### config.mk
export PLATFORM = sky130hd
export DESIGN_NAME = img_link_responder_flat
export DESIGN_NICKNAME = d
export VERILOG_FILES = /design/src/rtl/img_link_responder_pkg.sv /design/src/rtl/img_link_responder_if.sv /design/src/rtl/img_link_responder.sv /design/src/flat_wrapper.sv
export SDC_FILE = /design/constraint.sdc
export NUM_CORES = 1
export LEC_CHECK = 0
export ABC_CLOCK_PERIOD_IN_PS = 1750
export BUFFER_PORTS_ARGS = -buffer_cell sky130_fd_sc_hd__buf_2
export CORE_UTILIZATION = 45
export CTS_BUF_LIST = sky130_fd_sc_hd__clkbuf_8 sky130_fd_sc_hd__clkbuf_16
export CTS_CLUSTER_DIAMETER = 120
export DETAILED_ROUTE_END_ITERATION = 6
export PLACE_DENSITY = 0.77
export SLEW_MARGIN = 20
export SYNTH_ARGS = -nofsm -noshare
export SYNTH_HDL_FRONTEND = slang
export SYNTH_SLANG_ARGS = --single-unit
### constraint.sdc
create_clock -name clk_50m -period 1.75 [get_ports clk_50m]
set_clock_uncertainty 0.05 [all_clocks]
set_input_delay 0.175 -clock clk_50m [delete_from_list [all_inputs] [get_ports clk_50m]]
set_output_delay 0.175 -clock clk_50m [all_outputs]
set_load 0.01 [all_outputs]
### src/rtl/img_link_responder_pkg.sv
// Shared types for the image-link responder: FSM state encodings, link modes, default tokens.
// No logic; imported by the interface, the responder and its benches.
package img_link_responder_pkg;

    localparam int         ADDR_W_DEF   = 18;
    localparam logic [7:0] REQ_BYTE_DEF = 8'hF0;
    localparam logic [7:0] EOF_BYTE_DEF = 8'hFF;

    localparam logic MODE_SERVE   = 1'b0;
    localparam logic MODE_CAPTURE = 1'b1;

    typedef enum logic [2:0] {
        ST_IDLE     = 3'd0,
        ST_FETCH    = 3'd1,
        ST_LOAD     = 3'd2,
        ST_LOAD_EOF = 3'd3,
        ST_SEND     = 3'd4,
        ST_WAIT_TX  = 3'd5,
        ST_CAPT     = 3'd6
    } state_t;

endpackage

### src/rtl/img_link_responder_if.sv
// Byte-level link bundle: receiver handshake, transmitter handshake, source read port, capture write port.
// master = responder side, slave = receiver/transmitter/memories side.
interface img_link_responder_if
    import img_link_responder_pkg::*;
#(
    parameter int ADDR_W = ADDR_W_DEF
);
    logic [7:0]        rx_data;
    logic              rx_ready;
    logic              rx_clr;
    logic [7:0]        tx_data;
    logic              tx_start;
    logic              tx_busy;
    logic [ADDR_W-1:0] src_addr;
    logic [7:0]        src_q;
    logic [ADDR_W-1:0] cap_addr;
    logic [7:0]        cap_data;
    logic              cap_we;

    modport master (
        input  rx_data, rx_ready, tx_busy, src_q,
        output rx_clr, tx_data, tx_start, src_addr, cap_addr, cap_data, cap_we
    );

    modport slave (
        output rx_data, rx_ready, tx_busy, src_q,
        input  rx_clr, tx_data, tx_start, src_addr, cap_addr, cap_data, cap_we
    );
endinterface

### src/rtl/img_link_responder.sv
// Image-link peer: SERVE answers each REQ_BYTE with the next source byte (EOF_BYTE past the end), CAPTURE stores every rx byte.
// Latency: request consumed -> tx_start 3 cycles; rx byte consumed -> cap_we 1 cycle. Optional IMG_LINK_CHKSUM_EN adds chksum.
// Backpressure: rx bytes stay in the receiver until IDLE; tx_start held until tx_busy is seen high.
module img_link_responder
    import img_link_responder_pkg::*;
#(
    parameter int         ADDR_W   = ADDR_W_DEF,
    parameter logic [7:0] REQ_BYTE = REQ_BYTE_DEF,
    parameter logic [7:0] EOF_BYTE = EOF_BYTE_DEF
) (
    input  logic                clk_50m,
    input  logic                clear,
    input  logic                arm,
    input  logic                mode_sel,
    input  logic [ADDR_W-1:0]   img_len,
    img_link_responder_if.master link,
    output logic [ADDR_W-1:0]   byte_cnt,
    output logic                done,
    output logic                overrun
`ifdef IMG_LINK_CHKSUM_EN
    ,
    output logic [7:0]          chksum
`endif
);

    state_t            state;
    state_t            state_nxt;
    logic              mode_q;
    logic [ADDR_W-1:0] len_q;
    logic              armed;
    logic [7:0]        rx_hold;
    logic [7:0]        tx_q;
    logic              cnt_full;
    logic              cnt_inc;
    logic              is_req;

    // done stays low out of reset until the first arm, so every output resets to 0
    assign cnt_full      = (byte_cnt == len_q);
    assign done          = armed & cnt_full;
    assign is_req        = (link.rx_data == REQ_BYTE);
    assign link.src_addr = byte_cnt;
    assign link.cap_addr = byte_cnt;
    assign link.cap_data = rx_hold;
    assign link.tx_data  = tx_q;

    always_ff @(posedge clk_50m or negedge clear) begin
        if (!clear) begin
            state <= ST_IDLE;
        end else begin
            state <= state_nxt;
        end
    end

    always_comb begin
        state_nxt = state;
        if (arm) begin
            state_nxt = ST_IDLE;
        end else begin
            case (state)
                ST_IDLE: begin
                    if (link.rx_ready) begin
                        if (mode_q == MODE_CAPTURE) begin
                            state_nxt = ST_CAPT;
                        end else if (is_req) begin
                            state_nxt = cnt_full ? ST_LOAD_EOF : ST_FETCH;
                        end
                    end
                end
                ST_FETCH:    state_nxt = ST_LOAD;
                ST_LOAD:     state_nxt = ST_SEND;
                ST_LOAD_EOF: state_nxt = ST_SEND;
                ST_SEND:     state_nxt = link.tx_busy ? ST_WAIT_TX : ST_SEND;
                ST_WAIT_TX:  state_nxt = link.tx_busy ? ST_WAIT_TX : ST_IDLE;
                ST_CAPT:     state_nxt = ST_IDLE;
                default:     state_nxt = ST_IDLE;
            endcase
        end
    end

    // EOF reaches WAIT_TX with the counter already full, so the saturation guard also skips it
    always_comb begin
        link.rx_clr   = 1'b0;
        link.tx_start = 1'b0;
        link.cap_we   = 1'b0;
        cnt_inc       = 1'b0;
        case (state)
            ST_IDLE:    link.rx_clr   = link.rx_ready & ~arm;
            ST_SEND:    link.tx_start = ~arm;
            ST_WAIT_TX: cnt_inc       = ~link.tx_busy & ~cnt_full & ~arm;
            ST_CAPT: begin
                link.cap_we = ~cnt_full & ~arm;
                cnt_inc     = ~cnt_full & ~arm;
            end
            default: ;
        endcase
    end

    always_ff @(posedge clk_50m or negedge clear) begin
        if (!clear) begin
            byte_cnt <= '0;
            overrun  <= 1'b0;
            mode_q   <= MODE_SERVE;
            len_q    <= '0;
            armed    <= 1'b0;
            rx_hold  <= 8'h00;
            tx_q     <= 8'h00;
        end else if (arm) begin
            byte_cnt <= '0;
            overrun  <= 1'b0;
            mode_q   <= mode_sel;
            len_q    <= img_len;
            armed    <= 1'b1;
        end else begin
            if (link.rx_clr) begin
                rx_hold <= link.rx_data;
            end
            if (state == ST_IDLE && link.rx_ready && mode_q == MODE_SERVE && !is_req) begin
                overrun <= 1'b1;
            end
            if (state == ST_LOAD) begin
                tx_q <= link.src_q;
            end
            if (state == ST_LOAD_EOF) begin
                tx_q    <= EOF_BYTE;
                overrun <= 1'b1;
            end
            if (state == ST_CAPT && cnt_full) begin
                overrun <= 1'b1;
            end
            if (cnt_inc) begin
                byte_cnt <= byte_cnt + ADDR_W'(1);
            end
        end
    end

`ifdef IMG_LINK_CHKSUM_EN
    logic [7:0] sum_q;
    logic [7:0] inc_byte;

    assign inc_byte = (state == ST_CAPT) ? rx_hold : tx_q;
    assign chksum   = sum_q;

    always_ff @(posedge clk_50m or negedge clear) begin
        if (!clear) begin
            sum_q <= 8'h00;
        end else if (arm) begin
            sum_q <= 8'h00;
        end else if (cnt_inc) begin
            sum_q <= sum_q + inc_byte;
        end
    end
`endif

endmodule
### src/flat_wrapper.sv
// flat-port wrapper written by rule: the top's interface ports become plain ports
module img_link_responder_flat import img_link_responder_pkg::*;
#(
    parameter int         ADDR_W   = ADDR_W_DEF,
    parameter logic [7:0] REQ_BYTE = REQ_BYTE_DEF,
    parameter logic [7:0] EOF_BYTE = EOF_BYTE_DEF
)
  (clk_50m, clear, arm, mode_sel, img_len, byte_cnt, done, overrun, link_rx_data, link_rx_ready, link_tx_busy, link_src_q, link_rx_clr, link_tx_data, link_tx_start, link_src_addr, link_cap_addr, link_cap_data, link_cap_we);
  img_link_responder_if #(.ADDR_W(ADDR_W)) link_i ();
  input  logic clk_50m;
  input  logic clear;
  input  logic arm;
  input  logic mode_sel;
  input  logic [ADDR_W-1:0] img_len;
  output logic [ADDR_W-1:0] byte_cnt;
  output logic done;
  output logic overrun;
  input wire logic [$bits(link_i.rx_data)-1:0] link_rx_data;
  input wire logic [$bits(link_i.rx_ready)-1:0] link_rx_ready;
  input wire logic [$bits(link_i.tx_busy)-1:0] link_tx_busy;
  input wire logic [$bits(link_i.src_q)-1:0] link_src_q;
  output wire logic [$bits(link_i.rx_clr)-1:0] link_rx_clr;
  output wire logic [$bits(link_i.tx_data)-1:0] link_tx_data;
  output wire logic [$bits(link_i.tx_start)-1:0] link_tx_start;
  output wire logic [$bits(link_i.src_addr)-1:0] link_src_addr;
  output wire logic [$bits(link_i.cap_addr)-1:0] link_cap_addr;
  output wire logic [$bits(link_i.cap_data)-1:0] link_cap_data;
  output wire logic [$bits(link_i.cap_we)-1:0] link_cap_we;
  assign link_i.rx_data = link_rx_data;
  assign link_i.rx_ready = link_rx_ready;
  assign link_i.tx_busy = link_tx_busy;
  assign link_i.src_q = link_src_q;
  assign link_rx_clr = link_i.rx_clr;
  assign link_tx_data = link_i.tx_data;
  assign link_tx_start = link_i.tx_start;
  assign link_src_addr = link_i.src_addr;
  assign link_cap_addr = link_i.cap_addr;
  assign link_cap_data = link_i.cap_data;
  assign link_cap_we = link_i.cap_we;
  img_link_responder #(.ADDR_W(ADDR_W), .REQ_BYTE(REQ_BYTE), .EOF_BYTE(EOF_BYTE)) u_core (.clk_50m(clk_50m), .clear(clear), .arm(arm), .mode_sel(mode_sel), .img_len(img_len), .link(link_i), .byte_cnt(byte_cnt), .done(done), .overrun(overrun));
endmodule
==> results of run 1 <==
==> where the power goes <==
part	internal, mW	total, mW	switching (mW)
clock	0.717	1.26	0.542
sequential	1.53	1.66	0.129
combinational	0.381	0.779	0.398
total	2.63	3.70	1.07
==> routing by layer <==
metal  share of wire  GRT usage  vias to the layer above
met4           0.022      0.148                        0
met1            0.38      0.272                     1463
met2            0.55      0.455                      116
li1                -          -                     1410
met3           0.047     0.0703                       21
met5               0          0                        -
==> sequential cells by signal, summed over array words and instances (netlist names) <==
signal and count:
u_core.armed 1, u_core.byte_cnt 18, u_core.len_q 18, u_core.link.cap_data 8, u_core.link.tx_data 8, u_core.mode_q 1, u_core.overrun 1, u_core.state 3
==> worst reg2reg max path, cell delays in order, from the launching register on <==
cell and delay [ps]:
dfrtp_2 450, xor2_2 190, nor4_2 330, nand3_2 160, nor2_4 170, buf_6 120, buf_4 100, buf_8 120
nor4_4 60, mux2_4 310
==> what timing repair did <==
item,4_1_cts,5_1_grt
resized for setup,30,44
buffers inserted,21,12
endpoints found under the hold margin,75,0
hold buffers,18,0
setup endpoints to repair,22,32
pin swaps,18,33
==> per-stage QoR <==
stage	cells	util	setup TNS (ps)
3_3_place_gp	529	0.580	-2150
3_5_place_dp	529	0.580	-2920
4_1_cts	584	0.678	-5190
2_1_floorplan	319	-	-1350
6_report	593	0.716	-7000
5_1_grt	593	0.716	-8570
==> path summary, 6_finish.rpt <==
kind / endpoint / slack [ps] / cells past startpoint
hold / removal: u_core.len_q[14] / 9 / 2
min in group asynchronous: u_core.len_q[3] / 310 / 3
setup reg to reg: u_core.byte_cnt[5] / -430 / 9
max in group asynchronous: u_core.byte_cnt[2] / 1060 / 3
hold reg to reg: u_core.armed / 420 / 1
setup / recovery: done / -460 / 7
==> kinds of logic (layout without fill, tap and decap cells) <==
logic type	Yosys count	after routing	synth area share
mux	24	24	0.0855
simple gates	120	120	0.202
compound gates	41	41	0.0836
flops	58	58	0.459
fa+ha+maj	1	1	0.00396
buf+inv	55	233	0.110
xor+xnor	20	20	0.0554
==> synth_stat cells (all sizes together) <==
cell     instances  area [um2]
o21a             1        7.51
and4             1        8.76
or3              4        30.0
dfrtp           58        1450
nor4b            1        8.76
a311oi           1        8.76
or4             10        75.1
o31ai            7        52.6
o21bai           1        7.51
ha               1        12.5
and2             1        6.26
nor2            31         126
xnor2            2        17.5
a22oi            1        7.51
nor2b            6        37.5
or2              3        18.8
a21oi           20         100
nand4            5        31.3
buf             41         295
nor4             6        56.3
nand3            8        50.1
inv              4        15.0
clkbuf          10        37.5
mux2            24         270
nand2b           2        12.5
nor3             6        30.0
o211ai           3        27.5
o21ai            4        20.0
xor2            18         158
nor3b            1        7.51
a2111oi          1        15.0
nand2           33         124
o2111ai          2        17.5
and3             1        6.26
and3b            1        8.76
==> layout make-up <==
cell class | instances | area, um2
Fill cell | 488 | 1930
Multi-Input combinational cell | 206 | 1600
Sequential cell | 58 | 1470
Timing Repair Buffer | 213 | 1460
Clock buffer | 11 | 151
Tap cell | 96 | 120
Clock inverter | 5 | 46.3
Inverter | 4 | 20.0
==> metrics.yaml, run 1 <==
die_x_um: 85.8
drc: 0
rsz0062_at_grt: "yes"
antenna_found_initial: 0
fin_crit_sh: 1.26
drive_above_1_share: 0.596
totalWireLength_mm: 9.45
setup_ws_ps: -458
power.leakage_nw: 2.40
synth_seq_area_share: 0.459
clk_path_buf_depth: 2
cp-end-kind: "output pin"
crit_path_frequent_cell: "buf_6"
slowest_stage: "dfrtp_2"
rows: 30
drt_iter0_markers: 131
grt_use_total: 0.256
hp-start: "img_len[14]"
synth_cell_types: 47
cts_max_level: 3
wl_per_cell_um: 15.9
max_stage_delay_ps: 450
grt_pass1_vias: 3041
crit_path_start_kind: "register"
cts_inserted_buffers: 9
route.vias.total: 3010
yosys_warnings: 0
r2r_start: "u_core.byte_cnt[3]"
firstDrtPassIters: 4
critPathKind: "reg -> out"
ys_ff_latch: 58
syn2layout_area_growth_pct: 54.1
syn_area_mm2: 0.00316
hpwl_mm: 5.46
antenna_cells: 0
ir_worst_vdd_v: 0.000682
cts.root.buffer_cell: "clkbuf_8"
cts.sinks: 58
crit_path_start: "u_core.byte_cnt[3]"
p_total_mw: 3.70
arrival_ps: 1980
die_height_um: 85.8
core_mm2: 0.00679
grt.overflow.total: 0
crit_family: "simple AND/OR/NAND/NOR gates"
hp-class: "in -> reg"
timing.final.max_slew_violations: 0
dpl_cell_area_mm2: 0.00394
worstPathCellList: "xor2_2 -> nor4_2 -> nand3_2 -> nor2_4 -> buf_6 -> and2_4 -> buf_6"
grt_max_degree: 59
whs_ps: 8.63
period_needed_ps: 2210
synthCells: 319
fin_area_mm2: 0.00487
synth_nets: 360
final_common_cell: "buf_2"
final_cell_mix: "buf_2 (112), buf_4 (61), dfrtp_1 (43)"
grt_pass1_wl_mm: 14.2
nets: 533
path_max_fanout: 4
status: "finished, violations left"
die-area_mm2: 0.00736
clkLatencyLatePin_ps: 350
max_freq_ghz: 0.453
worst_ep_required_time_ps: 1520
vias_per_cell: 5.08
gp_congestion: 0.813
antenna_left: 0
ioPinCount: 115
tightest_slew_ps: 450
hold_viol: 0
pwr_density_cell_mw_per_mm2: 760
initial_core_util: 0.465
cts_tree: "yes"
syn_avg_cell_area_um2: 9.90
max_cap_violations: 0
violations: "setup timing"
dp_slack_ps: -244
clkSlewWorstSetupHoldPaths_ps: 60
relSlewSlack: 0.698
finalSetupViolCount: 23
port_buffers: 114
critPathBufInv: 2
Power figures use the tool's default switching activity.
==> run 2, diff against run 1 <==
Settings changed: CORE_ASPECT_RATIO set to 1.75.
==> metrics.yaml, run 2 (synthesis results as in run 1) <==
final_cell_mix: "buf_2 (112), buf_4 (61), dfrtp_1 (44)"
timing.final.max_slew_violations: 0  # unchanged
worstPathCellList: "xor2_2 -> nor4_4 -> nand3_2 -> nor2_4 -> buf_4 -> buf_6 -> nor4_1 -> buf_4 -> mux2_1"
clkPwrFrac: 0.404  # +0.064
drive_above_1_share: 0.605  # +0.00898
arrival_ps: 2390  # +410 ps
grt_pass1_wl_mm: 13.7  # -3.5%
initial_core_util: 0.464  # -0.000855
seq_area_mm2: 0.00147  # about the same
cts_inserted_buffers: 9  # unchanged
setup_tns_ps: -7560  # -562 ps
fin_crit_sh: 1.27  # +0.0117
worst_ep_required_time_ps: 1910  # +390 ps
reg_top3: "u_core.byte_cnt: 18 flops, u_core.len_q: 18 flops"
max_cap_violations: 0  # unchanged
grt.overflow.total: 0  # unchanged
route.vias.total: 3020  # +0.33%
power.leakage_nw: 2.37  # -1.1%
worstHoldEndpoint: "u_core.link.cap_data[5]"
crit_path_start: "u_core.byte_cnt[4]"
hpwl_mm: 5.81  # +6.5%
swShare: 0.273  # -0.0156
hp-start: "link_rx_data[5]"
pwr_density_cell_mw_per_mm2: 846  # +11%
drt_iter0_markers: 249  # +90%
reg2reg_slack_ps: -480  # -50 ps
hold_depth: 3  # +1
gp_congestion: 0.872  # +7.3%
cts_max_level: 3  # unchanged
vias_per_cell: 5.33  # +4.9%
cts.sinks: 58  # unchanged
relSlewSlack: 0.707  # +0.00968
totalWireLength_mm: 9.77  # +3.4%
r2r_end: "u_core.byte_cnt[10]"
crit_path_frequent_cell: "buf_4"
core_mm2: 0.00681  # +0.18%
rr_worst_depth: 9  # unchanged
die_x_um: 65.3  # -24%
violations: "setup timing"
tightest_slew_ps: 437  # -12.6 ps
hp-class: "in -> reg"
clk_path_buf_depth: 2  # unchanged
setup_ws_ps: -478  # -20.6 ps
grt_use_total: 0.250  # -0.00555
cts.root.buffer_cell: "clkbuf_16"
cts_tree: "yes"
seqPwrFrac: 0.408  # -0.041
grt_max_degree: 59  # unchanged
max_freq_ghz: 0.449  # -0.92%
clkLatencyLatePin_ps: 330  # -20 ps
status: "finished, violations left"
p_total_mw: 4.07  # +10%
nets: 519  # -2.6%
hold_viol: 0  # unchanged
grt_pass1_vias: 2952  # -2.9%
die_height_um: 113  # +32%
path_max_fanout: 4  # unchanged
slowest_stage: "dfrtp_2"
wl_per_cell_um: 17.2  # +8.1%
rows: 40  # +33%
crit_path_start_kind: "register"
period_needed_ps: 2230  # +20.6 ps
clkSlewWorstSetupHoldPaths_ps: 50  # about the same
cp-end-kind: "register"
antenna_found_initial: 0  # unchanged
port_buffers: 114  # unchanged
power_switching_mw: 1.11  # +4.1%
antenna_left: 0  # unchanged
r2r_start: "u_core.byte_cnt[4]"
fillers: 484  # -0.82%
ir_worst_vdd_v: 0.000772  # +13%
p_comb_frac: 0.188  # -0.023
critPathKind: "reg -> reg"
multi_input_area_mm2: 0.00160  # +0.47%
syn2layout_area_growth_pct: 52.3
final_common_cell: "buf_2"
max_stage_delay_ps: 450  # about the same
drc: 0  # unchanged
die-area_mm2: 0.00737  # +0.18%
finalSetupViolCount: 23  # unchanged
p_int_mw: 2.96  # +12%
rsz0062_at_grt: "yes"
firstDrtPassIters: 4  # unchanged
antenna_cells: 0  # unchanged
ioPinCount: 115  # unchanged
## run 2: changes by cell type in the layout (fill, tap and decap cells not counted), moves of 3 or more
cell / before / now
or4_4: 4 / 7
xor2_2: 4 / 8
a21oi_2: 5 / 8
mux2_4: 3 / 0
buf_6: 19 / 15
clkbuf_8: 11 / 3
or4_1: 6 / 3
clkbuf_16: 0 / 9
mux2_1: 2 / 5
dlygate4sd3_1: 18 / 7
xor2_1: 14 / 10
## run 2: critical path: cells and delay by family, from the launching register on
family	cells	cell delay, ps
xor+xnor	1	170
buf+inv	3	400
flops	1	450
mux	1	300
simple gates	4	740
## run 2: final cells by class
type	instances	share of cell area
clock buffer	12	0.0554
clock inverter	4	0.00364
inverter	4	0.00364
multi-input combinational	206	0.333
sequential	58	0.305
tap	84	0.0218
timing repair buffer	199	0.277
## run 2: stage by stage
step	worst slack, ps	util	instance area (um2)	std cells	hold slack, ps
floorplan	-111	-	3200	319	-171
global placement	-223	0.585	3980	521	151
detailed placement	-229	0.585	3980	521	154
CTS	-435	0.669	4550	558	2.33
global route	-489	0.707	4810	567	18.5
finish	-478	0.707	4810	567	18.5
## run 2: how the worst max path moves through the flow
stage,end,slack [ps],cells past startpoint
finish,u_core.byte_cnt[10],-480,9
global route,u_core.byte_cnt[4],-490,9
CTS,done,-430,7
detailed placement,u_core.byte_cnt[7],-230,6
global placement,u_core.byte_cnt[7],-220,6
floorplan,u_core.byte_cnt[10],-110,7
## run 2: metal layers
layer | track usage | vias to the layer above | share of wire
met1 | 0.237 | 1494 | 0.34
met4 | 0.129 | 0 | 0.033
met5 | 0 | - | 0
li1 | - | 1383 | -
met3 | 0.0635 | 29 | 0.043
met2 | 0.473 | 114 | 0.58
## run 2: repair_timing
item,4_1_cts,5_1_grt
hold buffers,7,0
gates cloned,0,0
pin swaps,22,26
endpoints found under the hold margin,64,0
buffers inserted,14,13
resized for setup,25,42
endpoints found under the setup margin,23,30
## run 2: power by group through the flow
stage          clock network [mW]  registers [mW]  logic [mW]
5_1_grt                      1.72            1.68       0.838
4_1_cts                      1.65            1.65       0.742
6_report                     1.64            1.66       0.767
2_1_floorplan                   0            1.72       0.297
3_5_place_dp                    0            1.66       0.692
3_3_place_gp                    0            1.66       0.661
